[config.mk]
export PLATFORM = sky130hd
export DESIGN_NAME = skinny_subcells_ctrl
export DESIGN_NICKNAME = d
export VERILOG_FILES = /design/src/rtl/skinny_subcells_ctrl.sv
export SDC_FILE = /design/constraint.sdc
export NUM_CORES = 1
export LEC_CHECK = 0
export BUFFER_PORTS_ARGS = -buffer_cell sky130_fd_sc_hd__buf_2
export CAP_MARGIN = 5
export CORE_MARGIN = 2
export CORE_UTILIZATION = 59
export CTS_BUF_LIST = sky130_fd_sc_hd__clkbuf_8
export CTS_CLUSTER_DIAMETER = 100
export DETAILED_ROUTE_END_ITERATION = 8
export PLACE_DENSITY = 0.95
export SLEW_MARGIN = 25
export SYNTH_ARGS = -nofsm -noshare
export SYNTH_HDL_FRONTEND = slang
export SYNTH_SLANG_ARGS = --single-unit
[constraint.sdc]
create_clock -name clk -period 41.9 [get_ports clk]
set_input_delay 12.57 -clock clk [delete_from_list [all_inputs] [get_ports clk]]
set_output_delay 12.57 -clock clk [all_outputs]
set_load 0.02 [all_outputs]
[src/rtl/skinny_subcells_ctrl.sv]
// SubCells sequencer for a 3-share SKINNY-64 datapath: streams nibbles MSN-first into an
// external pipelined Sbox of latency LAT and reassembles the returned nibbles in order.
module skinny_subcells_ctrl #(
    parameter int unsigned LAT = 2
) (
    input  logic        clk,
    input  logic        rst,
    input  logic [63:0] st_in1,
    input  logic [63:0] st_in2,
    input  logic [63:0] st_in3,
    input  logic        load,
    input  logic        start,
    output logic [3:0]  sb_in1,
    output logic [3:0]  sb_in2,
    output logic [3:0]  sb_in3,
    input  logic [3:0]  sb_out1,
    input  logic [3:0]  sb_out2,
    input  logic [3:0]  sb_out3,
    output logic        rnd_en,
    output logic [63:0] st_out1,
    output logic [63:0] st_out2,
    output logic [63:0] st_out3,
    output logic        busy,
    output logic        done
);

    typedef enum logic [1:0] {StIdle, StRun, StDone} state_e;

    localparam logic [4:0] LastCyc   = 5'(15 + LAT);
    localparam logic [4:0] CollFirst = 5'(LAT);

    state_e      state_q;
    logic [4:0]  cnt_q;
    logic [63:0] feed1_q, feed2_q, feed3_q;
    logic [63:0] coll1_q, coll2_q, coll3_q;
    logic        feed_phase;
    logic        coll_phase;

    assign feed_phase = (state_q == StRun) && (cnt_q < 5'd16);
    // Upper bound is implicit: RUN never lasts past cnt_q == LastCyc.
    assign coll_phase = (state_q == StRun) && (cnt_q >= CollFirst);

    always_ff @(posedge clk or posedge rst) begin
        if (rst) begin
            state_q <= StIdle;
            cnt_q   <= 5'd0;
            feed1_q <= 64'd0;
            feed2_q <= 64'd0;
            feed3_q <= 64'd0;
            coll1_q <= 64'd0;
            coll2_q <= 64'd0;
            coll3_q <= 64'd0;
        end else begin
            case (state_q)
                StIdle: begin
                    cnt_q <= 5'd0;
                    if (load) begin
                        feed1_q <= st_in1;
                        feed2_q <= st_in2;
                        feed3_q <= st_in3;
                    end
                    if (start) state_q <= StRun;
                end
                StRun: begin
                    cnt_q <= cnt_q + 5'd1;
                    if (cnt_q == LastCyc) state_q <= StDone;
                end
                StDone:  state_q <= StIdle;
                default: state_q <= StIdle;
            endcase

            // Shares are shifted independently; nothing ever mixes two shares.
            if (feed_phase) begin
                feed1_q <= {feed1_q[59:0], 4'h0};
                feed2_q <= {feed2_q[59:0], 4'h0};
                feed3_q <= {feed3_q[59:0], 4'h0};
            end
            if (coll_phase) begin
                coll1_q <= {coll1_q[59:0], sb_out1};
                coll2_q <= {coll2_q[59:0], sb_out2};
                coll3_q <= {coll3_q[59:0], sb_out3};
            end
        end
    end

    assign sb_in1  = feed_phase ? feed1_q[63:60] : 4'h0;
    assign sb_in2  = feed_phase ? feed2_q[63:60] : 4'h0;
    assign sb_in3  = feed_phase ? feed3_q[63:60] : 4'h0;
    assign rnd_en  = feed_phase;
    assign busy    = (state_q == StRun);
    assign done    = (state_q == StDone);
    assign st_out1 = coll1_q;
    assign st_out2 = coll2_q;
    assign st_out3 = coll3_q;

endmodule
==> out/metrics.cfg <==
[critical_path]
cp_max_fo = 104
crit_type = primary input to flop
arrival_ns = 15.77
path_cells = buf_2, nor3b_4, buf_6, nor2_4, buf_4, buf_4, a22o_1
path_buf_inv = 4
end_kind = flop
critical_path.most_common_cell = buf_4
cp.required_ns = 42.41
cpMaxStageDelayCell = buf_4
crit_family = buffers and inverters
max_stage_delay_ns = 0.81
start_kind = primary input

[detailed_routing]
drt_first_pass_iters = 5
vias = 11124
drt_iter0_drc = 888
drt-total-wl_um = 39590
wire_per_inst_um = 21.01
drc = 0
vias_per_cell = 5.904
final_antenna_net_count = 0

[synth]
synth_seq_area_share = 0.6178
synth_top_flop_cell = dfrtp_1
synthCells = 1086
synth_area_per_cell_sq_um = 14.58
synth_edf_count = 0
ys_types = 25
syn-num-nets = 1296
async_flop_share = 1.000
syn_area_sq_um = 15840
synth_seq_cells = 391
synth_top_area_cell = dfrtp_1
yosysWarnings = 0
netlist_top_cells_area = dfrtp_1 (62%), mux2_2 (12%), a22o_1 (11%), a21o_1 (8.5%), buf_2 (1.7%)
synth_top_area_share = 0.6178

[clocking]
cts_setup_buffers = 0
clk_path_buf_depth = 3
ctsHtreeMaxLevel = 2
clock-sinks = 391
clk_latency_ns = 0.57
clk_pin_slew_worst_paths_ns = 0.06
cts-root-buf = clkbuf_8
cts_tree = done
cts_inserted_buffers = 60
post_cts_resized = 0
hold_buffers = 0

[global_route]
overflow = 0
grt_pass1_wl_um = 61590
antenna_found_initial = 17
grt_max_degree = 195
grt_pass1_vias = 11576
track_usage = 0.2750

[placement]
hpwl_um = 25510
place_inst = 1758
preCtsSetupSlack_ns = 25.96
portBuffers = 414
gp_congestion = 0.8706

[job]
max_cap_viol_count = 0

[floorplanning]
die_y_um = 167.8
core_area_sq_um = 26210
die_w_um = 167.8
rows = 59
initial_core_util = 0.6043
dieArea_sq_um = 28170
ios = 415

[cells_and_area]
finish.net_count = 1695
most-common-layout-cells = buf_2 (414), dfrtp_1 (391), a22o_1 (193)
final_common_cell = buf_2
final_cells = 1884
drive_gt1_frac = 0.4517
area_growth_pct = 21.50

[timing]
max_freq_mhz = 65.51
period_share = 0.3643
tightestPinTransition_ns = 0.9225
timing.final.ws_setup_ns = 26.64
fin_skew_ns = 0.01048
setup-tns-final_ns = 0
post-route-min-period_ns = 15.26
rsz0062_at_grt = no
finalSetupViolCount = 0
slew_headroom = 0.3850
hold_ws_ns = 0.4714
slew_violations = 0
hold_viol = 0

[hold_path]
min-delay-path-class = flop to flop

[power_and_ir_drop]
power_density_nw_per_um2 = 94.08
power.total_mw = 1.810
power.leakage_nw = 10.80
vdd_ir_drop_max_v = 0.00007832

[outcome]
status = completed

==> logic make-up (layout without fill, tap and decap cells) <==
group	after synthesis	in the layout	share of synthesized area
buffers and inverters	90	536	0.03697
AND/OR/NAND/NOR	32	32	0.01217
adder cells (fa/ha/maj)	2	2	0.001580
flip-flops	391	391	0.6178
other	0	17	0
multiplexers	193	193	0.1372
AO/OA/AOI/OAI	378	378	0.1943
==> worst reg2reg max path: stages (launching register included) <==
cell     delay, ns
dfrtp_1       0.51
nor3b_4       0.23
buf_12        0.29
nor2_4        0.89
buf_4         0.66
buf_4         0.83
a22o_1        0.31
==> state kept, by name (all words and copies together) (netlist names) <==
register and count:
cnt_q 5, feed1_q 64, feed2_q 64, feed3_q 64, st_out1 64, st_out2 64, st_out3 64, state_q 2
==> Yosys cell counts (2+ instances only) <==
cell type and instances:
dfrtp_1 391, a22o_1 193, a21o_1 180, mux2_2 170, buf_2 54, mux2_1 23
buf_6 20, and2_1 12, buf_4 8, clkbuf_1 5, nand2_1 5, nand3_1 4
inv_1 3, nor2_1 3, ha_1 2, nor3b_2 2, o21ai_0 2, o311ai_0 2
==> path summary, 6_finish.rpt <==
kind | slack (ns) | startpoint | cells after the start | end
max | 26.64 | load | 7 | feed3_q[2]$_DFFE_PP0P_
min | 0.47 | feed2_q[60]$_DFFE_PP0P_ | 1 | feed2_q[60]$_DFFE_PP0P_
max reg2reg | 38.12 | state_q[0]$_DFFE_PP0P_ | 6 | feed3_q[2]$_DFFE_PP0P_
min reg2reg | 0.47 | feed2_q[60]$_DFFE_PP0P_ | 1 | feed2_q[60]$_DFFE_PP0P_
max in group asynchronous | 28.46 | rst | 3 | feed1_q[31]$_DFFE_PP0P_
min in group asynchronous | 12.16 | rst | 2 | st_out1[33]$_DFFE_PP0P_
==> power by group <==
part / switching [mW] / leakage [nW] / total [mW] / internal (mW)
combinational: 0.444 / 5.15 / 0.810 / 0.365
clock: 0.142 / 0.740 / 0.327 / 0.185
sequential: 0.121 / 4.92 / 0.674 / 0.553
==> cell type report <==
type                            instances  area [sq um]
Antenna cell                           17         42.54
Clock buffer                           85          1170
Clock inverter                         24         127.6
Fill cell                            1615          6964
Inverter                                3         23.77
Multi-Input combinational cell        605          5493
Sequential cell                       391          9784
Tap cell                              335         419.2
Timing Repair Buffer                  424          2182
==> per-stage QoR <==
stage	util	area (sq um)
after detailed placement	0.6824	17880
after global routing	0.7340	19230
after CTS	0.7319	19180
after floorplan	-	15840
after global placement	0.6821	17870
final	0.7343	19240
==> metal layers <==
layer,up-vias,track usage,part of all wire
li1,4876,-,-
met1,5616,0.3243,0.38
met2,474,0.4641,0.50
met3,158,0.06653,0.064
met4,0,0.1584,0.059
met5,-,0,0
(Power assumes the default switching activity.)
